<file path="config.mk">
export PLATFORM = sky130hd
export DESIGN_NAME = text_overlay
export DESIGN_NICKNAME = d
export VERILOG_FILES = /design/src/rtl/text_overlay_pkg.sv /design/src/rtl/font_rom.sv /design/src/rtl/text_char_buf.sv /design/src/rtl/text_overlay.sv
export SDC_FILE = /design/constraint.sdc
export NUM_CORES = 1
export LEC_CHECK = 0
export CORE_AREA = 5 5 195 197
export DETAILED_ROUTE_END_ITERATION = 8
export DIE_AREA = 0 0 200 202
export PLACE_DENSITY = 0.58
export SETUP_SLACK_MARGIN = 0.1
export SLEW_MARGIN = 10
export SYNTH_ARGS = -nofsm -noshare
export SYNTH_HDL_FRONTEND = slang
export SYNTH_SLANG_ARGS = --single-unit
</file>
<file path="constraint.sdc">
create_clock -name clk -period 5.75 [get_ports clk]
set_input_delay 1.15 -clock clk [delete_from_list [all_inputs] [get_ports clk]]
set_output_delay 1.15 -clock clk [all_outputs]
set_load 0.02 [all_outputs]
</file>
<file path="src/rtl/text_overlay_pkg.sv">
// Shared types and constants for the text overlay: character entry layout,
// clear-FSM states and the 4-entry colour palette.
package text_overlay_pkg;

  localparam int unsigned PIX_W   = 10;
  localparam int unsigned RGB_W   = 12;
  localparam int unsigned CHAR_W  = 7;
  localparam int unsigned ENTRY_W = 10;
  localparam int unsigned FONT_AW = 11;

  localparam logic [CHAR_W-1:0] CHAR_SPACE = 7'h00;

  // {blink, color_idx, char_code}, MSB first
  typedef struct packed {
    logic              blink;
    logic [1:0]        color_idx;
    logic [CHAR_W-1:0] char_code;
  } char_entry_t;

  typedef enum logic {
    ST_IDLE  = 1'b0,
    ST_CLEAR = 1'b1
  } clr_state_e;

  function automatic logic [RGB_W-1:0] palette(input logic [1:0] idx);
    case (idx)
      2'd0:    return 12'hFFF;
      2'd1:    return 12'h00F;
      2'd2:    return 12'hF00;
      default: return 12'h000;
    endcase
  endfunction

endpackage

</file>
<file path="src/rtl/font_rom.sv">
// 8x16 glyph ROM with a one-cycle registered read; addr = {char_code, line}.
// Only the glyphs currently drawn on screen are populated, all others are blank.
module font_rom (
  input  logic        clk,
  input  logic [10:0] addr,
  output logic [7:0]  data
);

  logic [7:0] rom_c;

  always_comb begin
    rom_c = 8'h00;
    case (addr)
      11'h412: rom_c = 8'h10;
      11'h413: rom_c = 8'h38;
      11'h414: rom_c = 8'h6C;
      11'h415: rom_c = 8'hC6;
      11'h416: rom_c = 8'hC6;
      11'h417: rom_c = 8'hFE;
      11'h418: rom_c = 8'hC6;
      11'h419: rom_c = 8'hC6;
      11'h41A: rom_c = 8'hC6;
      11'h41B: rom_c = 8'hC6;
      11'h422: rom_c = 8'hFC;
      11'h423: rom_c = 8'h66;
      11'h424: rom_c = 8'h66;
      11'h425: rom_c = 8'h66;
      11'h426: rom_c = 8'h7C;
      11'h427: rom_c = 8'h66;
      11'h428: rom_c = 8'h66;
      11'h429: rom_c = 8'h66;
      11'h42A: rom_c = 8'h66;
      11'h42B: rom_c = 8'hFC;
      default: rom_c = 8'h00;
    endcase
  end

  always_ff @(posedge clk) begin
    data <= rom_c;
  end

endmodule

</file>
<file path="src/rtl/text_char_buf.sv">
// Character buffer: one write port, one synchronous read port.
// A read of the address being written returns the previous contents.
module text_char_buf
  import text_overlay_pkg::*;
#(
  parameter int unsigned DEPTH = 32,
  parameter int unsigned AW    = 5
) (
  input  logic          clk,
  input  logic          we,
  input  logic [AW-1:0] waddr,
  input  char_entry_t   wdata,
  input  logic [AW-1:0] raddr,
  output char_entry_t   rdata
);

  char_entry_t mem [DEPTH];

  always_ff @(posedge clk) begin
    if (we) begin
      mem[waddr] <= wdata;
    end
    rdata <= mem[raddr];
  end

endmodule

</file>
<file path="src/rtl/text_overlay.sv">
// Text-window overlay for the 640x480 pixel path, 3-cycle latency to text_on/text_rgb.
// Optional blinking characters when TEXT_OVERLAY_BLINK_EN is defined.
module text_overlay
  import text_overlay_pkg::*;
#(
  parameter int unsigned COLS         = 16,
  parameter int unsigned ROWS         = 2,
  parameter int unsigned SCALE_LOG2   = 1,
  parameter int unsigned ORG_X        = 0,
  parameter int unsigned ORG_Y        = 0,
  parameter int unsigned BLINK_FRAMES = 32,
  parameter int unsigned AW           = (COLS * ROWS > 1) ? $clog2(COLS * ROWS) : 1
) (
  input  logic               clk,
  input  logic               rst_n,
  input  logic [PIX_W-1:0]   pix_x,
  input  logic [PIX_W-1:0]   pix_y,
  input  logic [RGB_W-1:0]   font_background,
  input  logic               frame_start,
  input  logic               wr_en,
  input  logic [AW-1:0]      wr_addr,
  input  logic [ENTRY_W-1:0] wr_data,
  input  logic               clr_req,
  output logic               busy,
  output logic               text_on,
  output logic [RGB_W-1:0]   text_rgb
);

  localparam int unsigned N     = COLS * ROWS;
  localparam int unsigned SH_X  = 3 + SCALE_LOG2;
  localparam int unsigned SH_Y  = 4 + SCALE_LOG2;
  localparam int unsigned WIN_W = COLS << SH_X;
  localparam int unsigned WIN_H = ROWS << SH_Y;

  // ---------------- clear FSM and write port ----------------
  clr_state_e    state_q, state_d;
  logic [AW-1:0] clr_addr_q, clr_addr_d;
  logic          busy_d;
  logic          ram_we_c;
  logic [AW-1:0] ram_waddr_c;
  char_entry_t   ram_wdata_c;
  logic          wr_in_range_c;

  assign wr_in_range_c = 32'(wr_addr) < N;

  always_ff @(posedge clk or negedge rst_n) begin
    if (!rst_n) begin
      state_q    <= ST_CLEAR;
      clr_addr_q <= '0;
      busy       <= 1'b1;
    end else begin
      state_q    <= state_d;
      clr_addr_q <= clr_addr_d;
      busy       <= busy_d;
    end
  end

  always_comb begin
    state_d     = state_q;
    clr_addr_d  = clr_addr_q;
    ram_we_c    = 1'b0;
    ram_waddr_c = wr_addr;
    ram_wdata_c = char_entry_t'(wr_data);
    case (state_q)
      ST_IDLE: begin
        ram_we_c = wr_en && wr_in_range_c;
        if (clr_req) begin
          state_d    = ST_CLEAR;
          clr_addr_d = '0;
        end
      end
      ST_CLEAR: begin
        ram_we_c    = 1'b1;
        ram_waddr_c = clr_addr_q;
        ram_wdata_c = '{blink: 1'b0, color_idx: 2'd0, char_code: CHAR_SPACE};
        if (clr_req) begin
          clr_addr_d = '0;
        end else if (clr_addr_q == AW'(N - 1)) begin
          state_d = ST_IDLE;
        end else begin
          clr_addr_d = clr_addr_q + 1'b1;
        end
      end
      default: state_d = ST_IDLE;
    endcase
    busy_d = (state_d == ST_CLEAR);
  end

  // ---------------- S0: window hit and buffer address ----------------
  logic [PIX_W-1:0] dx_c, dy_c;
  logic [15:0]      row_c, col_c, lin_c;
  logic             hit_c;
  logic [AW-1:0]    raddr_c;
  logic [2:0]       bit_c;
  logic [3:0]       line_c;

  assign dx_c    = pix_x - PIX_W'(ORG_X);
  assign dy_c    = pix_y - PIX_W'(ORG_Y);
  assign hit_c   = (16'(dx_c) < 16'(WIN_W)) && (16'(dy_c) < 16'(WIN_H));
  assign row_c   = 16'(dy_c >> SH_Y);
  assign col_c   = 16'(dx_c >> SH_X);
  assign lin_c   = row_c * 16'(COLS) + col_c;
  assign raddr_c = hit_c ? AW'(lin_c) : '0;
  assign bit_c   = 3'(dx_c >> SCALE_LOG2);
  assign line_c  = 4'(dy_c >> SCALE_LOG2);

  char_entry_t entry1;

  text_char_buf #(
    .DEPTH (N),
    .AW    (AW)
  ) u_buf (
    .clk   (clk),
    .we    (ram_we_c),
    .waddr (ram_waddr_c),
    .wdata (ram_wdata_c),
    .raddr (raddr_c),
    .rdata (entry1)
  );

  // ---------------- S1: side-band alongside the buffer read ----------------
  logic             hit1;
  logic [2:0]       bit1;
  logic [3:0]       line1;
  logic [RGB_W-1:0] bg1;

  always_ff @(posedge clk or negedge rst_n) begin
    if (!rst_n) begin
      hit1  <= 1'b0;
      bit1  <= '0;
      line1 <= '0;
      bg1   <= '0;
    end else begin
      hit1  <= hit_c;
      bit1  <= bit_c;
      line1 <= line_c;
      bg1   <= font_background;
    end
  end

  // Blink visibility of the character read in S1
  logic vis1_c;

`ifdef TEXT_OVERLAY_BLINK_EN
  localparam int unsigned FCNT_W = (BLINK_FRAMES > 1) ? $clog2(BLINK_FRAMES) : 1;
  logic [FCNT_W-1:0] frame_cnt;
  logic              blink_phase;

  always_ff @(posedge clk or negedge rst_n) begin
    if (!rst_n) begin
      frame_cnt   <= '0;
      blink_phase <= 1'b0;
    end else if (frame_start) begin
      if (frame_cnt == FCNT_W'(BLINK_FRAMES - 1)) begin
        frame_cnt   <= '0;
        blink_phase <= ~blink_phase;
      end else begin
        frame_cnt <= frame_cnt + 1'b1;
      end
    end
  end

  assign vis1_c = !(entry1.blink && blink_phase);
`else
  logic unused_blink;
  assign unused_blink = ^{entry1.blink, frame_start, BLINK_FRAMES};
  assign vis1_c       = 1'b1;
`endif

  // ---------------- S2: font lookup ----------------
  logic [FONT_AW-1:0] font_addr_c;
  logic [7:0]         font_word;
  logic               hit2, vis2;
  logic [2:0]         bit2;
  logic [1:0]         color2;
  logic [RGB_W-1:0]   bg2;

  assign font_addr_c = {entry1.char_code, line1};

  font_rom u_font (
    .clk  (clk),
    .addr (font_addr_c),
    .data (font_word)
  );

  always_ff @(posedge clk or negedge rst_n) begin
    if (!rst_n) begin
      hit2   <= 1'b0;
      vis2   <= 1'b0;
      bit2   <= '0;
      color2 <= '0;
      bg2    <= '0;
    end else begin
      hit2   <= hit1;
      vis2   <= vis1_c;
      bit2   <= bit1;
      color2 <= entry1.color_idx;
      bg2    <= bg1;
    end
  end

  // ---------------- S3: pixel select ----------------
  always_ff @(posedge clk or negedge rst_n) begin
    if (!rst_n) begin
      text_on  <= 1'b0;
      text_rgb <= '0;
    end else begin
      text_on  <= hit2;
      text_rgb <= (hit2 && vis2 && font_word[3'(3'd7 - bit2)]) ? palette(color2) : bg2;
    end
  end

endmodule

</file>
# --- Word-level counts from Yosys, hierarchy flattened ---
# Memory sizes are Yosys's and may differ from the RTL's. A register that Yosys moved wholly into a read port is not among the register bits.
# Cells that the tools add are included.
totals:
  register_bits: 66
  ram_bits: 320
  in_bits: 52
  memories: 1
mem_list:
  columns: ["memory", "depth", "word_bits", "read_ports", "rd_ports_with_merged_regs", "write_ports", "line", "source"]
  rows:
  - ["u_buf.mem", 32, 10, 1, 1, 1, "text_char_buf.sv:17", "char_entry_t mem [DEPTH];"]
op_classes:
  addsub: 3
  magnitude_cmp: 3
  n_eq_ne: 25
  mux: 19
  n_bitwise: 1
  reduce_logical: 8
op_table:
  columns: ["op", "count"]
  rows:
  - ["== test 11 bit, second input constant", 20]
  - ["case mux 8 bit (8 select lines)", 1]
  - ["case mux 12 bit (3 select lines)", 1]
  - ["2-to-1 mux 5 bit", 5]
  - ["2-to-1 mux 12 bit", 1]
  - ["< comparator 10 x 7 -> 1 bit, second input constant", 1]
  - ["< comparator 10 x 9 -> 1 bit, second input constant", 1]
  - ["2-to-1 mux 10 bit", 1]
  - ["case mux 5 bit (2 select lines)", 1]
  - ["OR reduction 7 bit", 1]
  - ["2-to-1 mux 1 bit", 6]
  - ["OR reduction 6 bit", 1]
  - ["adder 5 x 1 -> 5 bit, second input constant", 1]
  - ["adder 5 bit", 1]
  - ["== test 5 bit, second input constant", 1]
  - ["< comparator 3 x 4 -> 1 bit, second input constant", 1]
  - ["case mux 1 bit (2 select lines)", 2]
  - ["binary-select mux 1 bit (select 3 bit)", 1]
  - ["logical AND 1 bit", 3]
  - ["inequality test 3 bit, second input constant", 1]
  - ["subtractor 3 bit, first input constant", 1]
  - ["== test 2 x 1 -> 1 bit, second input constant", 1]
  - ["== test 2 bit, second input constant", 1]
  - ["zero test 2 bit", 1]
  - ["4 further kinds", 4]

# --- Depth between registers and ports, before layout ---
# Gate-level depths: netlist of the first run.
logic_depth:
  ltp_word: 5
  ltp_mapped: 9
  ltp_nobuf: 7

# --- By module ---
# A second synthesis of the first run with hierarchy kept.
unflattened:
  hier_cells: 918
  area_unflattened_um2: 15482.3
modules_own_cells:
  columns: ["module", "instances", "cells_per_inst", "area_per_inst_um2", "seq_area_each_um2"]
  rows:
  - ["text_char_buf", 1, 733, 12993.7, 9809.4]
  - ["text_overlay", 1, 131, 2030.7, 1452.6]
  - ["font_rom", 1, 54, 457.9, 120.1]

# --- Worst setup path after synthesis of the first run ---
# OpenSTA, ideal clock, no wires.
synth_path:
  path_type: "input to register"
  startpoint: "input pix_x[5]"
  endpoint: "register, netlist name u_buf.rdata[8]"
  setup_ns: 0.122
  arrival_ns: 2.620
  required_time_ns: 5.628
  path_slack_ns: 3.008
  stages: 8
  cell_sequence: "buf_2 -> buf_2 -> buf_4 -> nand2_1 -> clkbuf_1 -> o221ai_1 -> a31oi_1 -> o32a_1"
synth_between:
  elab_chain_len: 3
synth_lines:
  columns: ["item", "line", "source"]
  rows:
  - ["start: declaration", "text_overlay.sv:16", "input logic [PIX_W-1:0] pix_x,"]
  - ["< comparator 10 x 9 -> 1 bit", "text_overlay.sv:99", "assign hit_c = (16'(dx_c) < 16'(WIN_W)) && (16'(dy_c) < 16'(WIN_H));"]
  - ["logical AND 1 bit", "text_overlay.sv:99", null]
  - ["2-to-1 mux 5 bit (*)", "text_overlay.sv:103", "assign raddr_c = hit_c ? AW'(lin_c) : '0;"]
# Mark *: on every way between the ends. The rest lies on a longest branch, timed or not.
# A chain may end at the register's enable or synchronous reset.

# --- Worst setup path after layout of the first run ---
layout_path:
  startpoint: "input pix_x[8]"
  endpoint: "register, netlist name u_buf.rdata[8]"
layout_between:
  elab_chain_len: 3
layout_lines:
  columns: ["item", "line"]
  rows:
  - ["< comparator 10 x 9 -> 1 bit", "text_overlay.sv:99"]
  - ["logical AND 1 bit", "text_overlay.sv:99"]
  - ["2-to-1 mux 5 bit (*)", "text_overlay.sv:103"]
# Marked as above.

==> results.sh, run 1 <==
export IMPL_max_cap_violations=0
export IMPL_cts_hold_buf=0
export IMPL_grt_use_met2_pct=25.05
export IMPL_path_class="input pin to register"
export IMPL_synth_avg_cell_area_sq_um=15.87
export IMPL_final_net_count=1013
export IMPL_ys_types=69
export IMPL_yosysMostFrequentCell="edfxtp_1"
export IMPL_grt_pass1_wl_um=48520
export IMPL_pre_cts_ws_ps=1834
export IMPL_synthMuxAreaShare_pct=8.938
export IMPL_vias_per_cell=5.414
export IMPL_ff2ff_path_depth=3
export IMPL_worstHoldPathType="register to register"
export IMPL_grt_max_degree=61
export IMPL_async_flop_share_pct=16.07
export IMPL_rsz0062_at_grt="no"
export IMPL_drc=0
export IMPL_gp_congestion=0.7976
export IMPL_holdPathStages=0
export IMPL_skew_ps=28.22
export IMPL_ant_nets=0
export IMPL_cts_max_path_buffers=3
export IMPL_yosys_warnings=0
export IMPL_r2r_end="u_buf.mem[29][0]"
export IMPL_grt_antenna_before_repair=0
export IMPL_busiest_layer="met2"
export IMPL_cts_setup_buffers=0
export IMPL_seq_area_frac_synth_pct=73.49
export IMPL_dp_hpwl_um=19560
export IMPL_layout_drive_gt1_share_pct=15.53
export IMPL_vias=7866
export IMPL_crit_path_end_kind="register"
export IMPL_status="completed"
export IMPL_synth_seq_cells=361
export IMPL_coreArea_sq_um=36080
export IMPL_drtIter0Drc=569
export IMPL_r2r_start="state_q"
export IMPL_synth_top_family_by_area="multiplexers"
export IMPL_synth_compound_area_share_pct=8.708
export IMPL_synth_area_leaders="edfxtp_1, dfrtp_1, mux2_2"
export IMPL_finalWorstSetupSlack_ps=2255
export IMPL_synth_cells=892
export IMPL_grtUsageTotal_pct=15.89
export IMPL_synth_edf_count=288
export IMPL_n_antenna_cell=0
export IMPL_fmax_mhz=286.1
export IMPL_min_period_over_period_pct=60.78
export IMPL_die_area_sq_um=40400
export IMPL_power_density_nw_per_um2=337.2
export IMPL_cts_resized=0
export IMPL_start_util_pct=39.22
export IMPL_cp_arrival_ps=3920
export IMPL_wl_um=32370
export IMPL_hold_end="color2[0]"
export IMPL_synth_xor_area_share_pct=0.1857
export IMPL_die_y_um=202
export IMPL_portBuffers=61
export IMPL_cts_tree="built"
export IMPL_grt_pass1_vias=7920
export IMPL_yosys_area_share_simple_pct=6.003
export IMPL_cp_required_ps=6170
export IMPL_slew_headroom_pct=11.30
export IMPL_cts_inserted_buffers=38
export IMPL_detail_route_first_pass_iterations=5
export IMPL_syn_num_nets=946
export IMPL_startpoint_type="input pin"
export IMPL_grtUsageMet1_pct=22.62
export IMPL_final_hold_violation_count=0
export IMPL_hold_start="u_buf.rdata[7]"
export IMPL_r2r_slack_ps=2750
export IMPL_rows=70
export IMPL_insertion_delay_ps=540
export IMPL_synth_area_sq_um=14150
export IMPL_die_x_um=200
export IMPL_ios=66
export IMPL_h_tree_depth=2
export IMPL_tightest_slew_ps=1324
export IMPL_synth_common_cells="edfxtp_1, nor2_1, dfrtp_1"
export IMPL_maxSlewViolCount=0
export IMPL_leakagePower_nw=5.753
export IMPL_crit_fanout=33
export IMPL_worstSetupStartpoint="pix_x[8]"
export IMPL_fin_crit_ps=3495
export IMPL_cts_root_buf="clkbuf_16"
export IMPL_synth_top_area_share_pct=61.11
export IMPL_wire_per_inst_um=22.28
export IMPL_grt_overflow=0
export IMPL_clk_pin_slew_worst_paths_ps=60
export IMPL_area_growth_syn_to_layout_pct=16.40
export IMPL_yosysTopAreaCell="edfxtp_1"
export IMPL_met3_usage_pct=3.217
export IMPL_setup_viol=0
export IMPL_cts_sinks=361
export IMPL_totalNegativeSetupSlack_ps=0
export IMPL_vdd_ir_drop_max_mv=0.2628
export IMPL_synth_adder_area_share_pct=0.1768
export IMPL_synthFlopType="edfxtp_1"
state kept, by name (all words and copies together) (netlist names):
name / count
state_q: 1
text_rgb: 12
hit1: 1
bit2: 3
bit1: 3
color2: 2
vis2: 1
text_on: 1
clr_addr_q: 5
line1: 4
bg2: 12
bg1: 12
u_buf.rdata: 9
u_font.data: 6
u_buf.mem: 288
hit2: 1
cell families after synthesis:
logic type	Yosys count
other cells	1
buf+inv	81
fa+ha+maj	2
xor+xnor	3
mux	103
compound gates	172
simple gates	169
flops	361
power by group:
| group | total [mW] | internal [mW] | switching (mW) | leakage, nW |
|---|---|---|---|---|
| Sequential | 2.87 | 2.84 | 0.0252 | 3.50 |
| Combinational | 0.274 | 0.116 | 0.158 | 1.65 |
| Clock | 2.41 | 1.44 | 0.975 | 0.601 |
| Total | 5.56 | 4.40 | 1.16 | 5.75 |
critical path, cell delays in order:
cell	delay, ps
clkdlybuf4s50_1	410
nor4_2	690
nand2_1	340
inv_2	550
nand2_1	350
o32a_1	430
metrics by stage:
stage          cells  total power [mW]  cell area (sq um)  util, %  hold WS (ps)
6_report        1453             5.556              16470    45.65         328.1
5_1_grt         1453             5.748              16470    45.65         329.6
3_3_place_gp    1387             3.195              15250    42.26         319.6
3_5_place_dp    1387             3.198              15250    42.26         320.9
2_1_floorplan    892             3.080              14150        -         316.3
4_1_cts         1453             5.607              16470    45.65         328.9
worst max-delay path by stage:
stage | endpoint | slack [ps]
after detailed placement | u_buf.rdata[8] | 1830
final | u_buf.rdata[8] | 2260
after global routing | u_buf.rdata[8] | 2210
after global placement | u_buf.rdata[8] | 1850
after floorplan | u_buf.rdata[8] | 3010
after CTS | u_buf.rdata[8] | 2400
area by class of cell:
cell class	instances	area (sq um)
flip-flops and latches	361	10400
inverters	29	108.9
clock buffers	46	1013
multi-input cells	450	3425
fillers	3202	19610
well taps	468	585.6
repair buffers	79	728.2
clock inverters	20	211.5
layer usage:
layer	vias up	part of all wire (%)
met4	0	2.3
met2	245	47
met1	3972	44
met5	-	0
met3	53	5.9
li1	3596	-
layout by cell type (no fill, tap or decap), types with 19 or more instances in the layout:
cell type	instances
mux2_2	47
clkdlybuf4s50_1	57
o22ai_1	26
nor2_1	71
buf_4	19
mux2i_1	42
o21ai_0	24
clkbuf_16	39
edfxtp_1	288
inv_1	27
nand2_1	36
dfrtp_1	57
Note: power is estimated with default switching activity, not from simulation.
==> run 2, diff against run 1 <==
- clock period: 5.75 -> 3.3 ns (I/O delays scaled with it)
==> run 2 against run 1 <==
  * Routed wire length is 1.8% higher
  * Sequential power is 74% higher
  * Combinational power is 84% higher
  * First-iteration DRC count is 3.7% higher
  * Largest power group unchanged
==> results.sh, run 2 (synthesis gave the netlist of run 1 again) <==
export IMPL_status="completed"
export IMPL_cts_max_path_buffers=3
export IMPL_vdd_ir_drop_max_mv=0.7246
export IMPL_coreArea_sq_um=36080
export IMPL_die_x_um=200
export IMPL_start_util_pct=39.22
export IMPL_cts_sinks=361
export IMPL_grt_max_degree=35
export IMPL_grtUsageTotal_pct=16.19
export IMPL_cp_arrival_ps=2140
export IMPL_mostFrequentLayoutCell="edfxtp_1"
export IMPL_layout_common_cells="edfxtp_1, buf_4, nor2_1"
export IMPL_vias_per_cell=5.364
export IMPL_power_mw=9.693
export IMPL_finalWorstSetupSlack_ps=500.2
export IMPL_multi_input_area_sq_um=3425
export IMPL_wl_um=32950
export IMPL_critical_path_buf_inv_count=1
export IMPL_clk_pin_slew_worst_paths_ps=60
export IMPL_power_density_nw_per_um2=571.1
export IMPL_worstHoldPathType="input pin to async pin"
export IMPL_drtIter0Drc=590
export IMPL_grt_overflow=0
export IMPL_cts_setup_buffers=0
export IMPL_fin_area_sq_um=16970
export IMPL_crit_family="flip-flops"
export IMPL_seq_area_sq_um=10400
export IMPL_largest_reg_flops=288
export IMPL_max_cap_violations=0
export IMPL_maxSlewViolCount=0
export IMPL_grt_pass1_wl_um=49700
export IMPL_fin_crit_ps=2800
export IMPL_path_class="register to output port"
export IMPL_cp_required_ps=2640
export IMPL_leakagePower_nw=6.071
export IMPL_cts_inserted_buffers=38
export IMPL_h_tree_depth=2
export IMPL_final_net_count=1072
export IMPL_totalNegativeSetupSlack_ps=0
export IMPL_drc=0
export IMPL_layout_drive_gt1_share_pct=20.34
export IMPL_cts_hold_buf=0
export IMPL_dpl_cell_area_sq_um=15740
export IMPL_area_growth_syn_to_layout_pct=19.94
export IMPL_fmax_mhz=357.2
export IMPL_cts_root_buf="clkbuf_16"
export IMPL_grt_pass1_vias=8357
export IMPL_pre_cts_ws_ps=277.6
export IMPL_cts_resized=0
export IMPL_tightest_slew_ps=1210
export IMPL_fillers=3229
export IMPL_crit_chain="clkdlybuf4s50_1"
export IMPL_skew_ps=20.60
export IMPL_gp_congestion=0.8139
export IMPL_setup_viol=0
export IMPL_crit_path_end_kind="output port"
export IMPL_r2r_slack_ps=520
export IMPL_portBuffers=61
export IMPL_die_area_sq_um=40400
export IMPL_max_stage_delay_ps=890
export IMPL_wire_per_inst_um=21.75
export IMPL_rsz0062_at_grt="no"
export IMPL_detail_route_first_pass_iterations=5
export IMPL_dp_hpwl_um=21160
export IMPL_vias=8126
export IMPL_min_period_over_period_pct=84.84
export IMPL_ant_nets=0
export IMPL_ios=66
export IMPL_final_hold_violation_count=0
export IMPL_insertion_delay_ps=530
export IMPL_grt_antenna_before_repair=0
export IMPL_hold_ws_ps=144.1
export IMPL_slew_headroom_pct=18.93
export IMPL_crit_fanout=29
export IMPL_die_y_um=202
export IMPL_slowest_stage="dfstp_2"
export IMPL_startpoint_type="register"
export IMPL_cts_tree="built"
export IMPL_n_antenna_cell=0
export IMPL_rows=70
export IMPL_top_register="u_buf.mem"
[run 2: layer usage]
metal	routed length, um	global-route usage [%]	up-vias
met4	924	4.925	0
met3	1798	3.234	71
met1	14780	22.55	4080
met2	15440	25.77	261
li1	-	-	3714
met5	0	0	-
[run 2: report_power, final]
group	switching, mW	internal, mW
clock	1.70	2.48
combinational	0.276	0.227
sequential	0.0459	4.96
[run 2: per-stage QoR]
step                      util [%]  instances
after detailed placement     43.62       1446
final                        47.04       1515
after global routing         47.04       1515
after global placement       43.62       1446
after floorplan                  -        892
after CTS                    47.04       1515
[run 2: final cells by class]
class	count	share of cell area, %
Clock buffer	51	6.443
Clock inverter	18	0.8182
Inverter	29	0.6413
Multi-Input combinational cell	450	20.18
Sequential cell	361	61.28
Tap cell	468	3.450
Timing Repair Buffer	138	7.194
[run 2: path summary, 6_finish.rpt]
| check | from | endpoint | cells after the start |
|---|---|---|---|
| setup / recovery | state_q | busy | 1 |
| hold / removal | rst_n | text_rgb[3] | 1 |
| setup reg to reg | state_q | u_buf.mem[28][2] | 4 |
| hold reg to reg | u_buf.rdata[7] | color2[0] | 0 |
| max in group asynchronous | rst_n | bg2[9] | 2 |
| min in group clk | u_buf.rdata[7] | color2[0] | 0 |
==> run 3, diff against run 2 <==
- clock period: 3.3 -> 2.9 ns (I/O delays scaled with it)
==> run 3 against run 2 <==
  * Total power increased by 13%
  * Clock skew down 1.9 ps
  * Register-to-register slack worse by 370 ps
  * Sequential share of layout area decreased by 0.29 points
  * Clock power grew 12%
  * Largest cell class unchanged
==> results.sh, run 3 (synthesis gave the netlist of run 1 again) <==
export IMPL_status="completed"
export IMPL_layout_drive_gt1_share_pct=21.38
export IMPL_fmax_mhz=363.4
export IMPL_dp_hpwl_um=20840
export IMPL_final_net_count=1083
export IMPL_coreArea_sq_um=36080
export IMPL_fillers=3200
export IMPL_fin_area_sq_um=17060
export IMPL_worstHoldPathType="input pin to async pin"
export IMPL_vias=8132
export IMPL_maxSlewViolCount=0
export IMPL_grt_overflow=0
export IMPL_top_register="u_buf.mem"
export IMPL_cp_arrival_ps=3030
export IMPL_clk_pin_slew_worst_paths_ps=60
export IMPL_largest_reg_flops=288
export IMPL_die_area_sq_um=40400
export IMPL_die_x_um=200
export IMPL_min_period_over_period_pct=94.89
export IMPL_leakagePower_nw=6.126
export IMPL_skew_ps=18.67
export IMPL_cts_inserted_buffers=38
export IMPL_path_class="register to register"
export IMPL_multi_input_area_sq_um=3425
export IMPL_cts_resized=0
export IMPL_n_antenna_cell=0
export IMPL_cts_hold_buf=0
export IMPL_wl_um=32890
export IMPL_grt_max_degree=36
export IMPL_wire_per_inst_um=21.57
export IMPL_drtIter0Drc=622
export IMPL_grtUsageTotal_pct=16.11
export IMPL_crit_fanout=15
export IMPL_portBuffers=61
export IMPL_layout_common_cells="edfxtp_1, buf_4, nor2_1"
export IMPL_fin_crit_ps=2752
export IMPL_cts_setup_buffers=0
export IMPL_grt_pass1_wl_um=50000
export IMPL_cts_max_path_buffers=3
export IMPL_detail_route_first_pass_iterations=5
export IMPL_crit_path_end_kind="register"
export IMPL_dpl_cell_area_sq_um=15840
export IMPL_cts_tree="built"
export IMPL_drc=0
export IMPL_final_hold_violation_count=0
export IMPL_grt_pass1_vias=8405
export IMPL_gp_congestion=0.7996
export IMPL_max_cap_violations=0
export IMPL_tightest_slew_ps=1369
export IMPL_ff2ff_path_depth=5
export IMPL_rows=70
export IMPL_ios=66
export IMPL_hold_ws_ps=39.70
export IMPL_area_growth_syn_to_layout_pct=20.51
export IMPL_start_util_pct=39.22
export IMPL_die_y_um=202
export IMPL_slew_headroom_pct=8.296
export IMPL_seq_area_sq_um=10400
export IMPL_vdd_ir_drop_max_mv=0.4188
export IMPL_insertion_delay_ps=510
export IMPL_mostFrequentLayoutCell="edfxtp_1"
export IMPL_cts_sinks=361
export IMPL_rsz0062_at_grt="no"
export IMPL_vias_per_cell=5.332
export IMPL_cp_required_ps=3180
export IMPL_setup_viol=0
export IMPL_startpoint_type="register"
export IMPL_power_density_nw_per_um2=644.3
export IMPL_ant_nets=0
export IMPL_final_core_util_pct=47.26
export IMPL_grt_antenna_before_repair=0
export IMPL_h_tree_depth=2
export IMPL_cts_root_buf="clkbuf_16"
-- run 3: final cells by class --
| type | count | area share [%] |
|---|---|---|
| clock inverter | 16 | 0.7556 |
| sequential | 361 | 60.99 |
| tap | 468 | 3.433 |
| inverter | 29 | 0.6382 |
| timing repair buffer | 149 | 7.718 |
| clock buffer | 52 | 6.390 |
| multi-input combinational | 450 | 20.08 |
-- run 3: worst paths after layout --
path / from / slack, ps / endpoint
hold / removal: rst_n / 40 / bg2[4]
setup / recovery: state_q / 150 / u_buf.mem[25][2]
hold reg to reg: hit1 / 340 / hit2
max in group asynchronous: rst_n / 2170 / state_q
setup reg to reg: state_q / 150 / u_buf.mem[25][2]
min in group clk: hit1 / 340 / hit2
-- run 3: routing by layer --
layer,vias up,routed length (um),GRT usage (%)
li1,3734,-,-
met1,4107,14730,22.87
met2,232,15270,25.41
met3,59,1793,2.684
met4,0,1101,5.240
met5,-,0,0
-- run 3: metrics by stage --
step / TNS (ps) / total power [mW] / instances / setup slack [ps]
floorplan: 0 / 6.106 / 892 / 467.7
global placement: 0 / 6.376 / 1457 / 57.42
detailed placement: -20.36 / 6.386 / 1457 / -2.966
CTS: 0 / 11.10 / 1525 / 177.0
global route: 0 / 11.37 / 1525 / 123.7
finish: 0 / 10.99 / 1525 / 148.2
-- run 3: worst max-delay path: stages (launching register included) --
cell and delay, ps:
dfstp_2 690, buf_4 290, nor3_1 90, a31oi_1 990
nor2_1 220, buf_4 250
-- run 3: power by group --
group / internal, mW / switching [mW]
registers: 5.64 / 0.0518
logic: 0.266 / 0.320
clock network: 2.81 / 1.90
total: 8.71 / 2.28
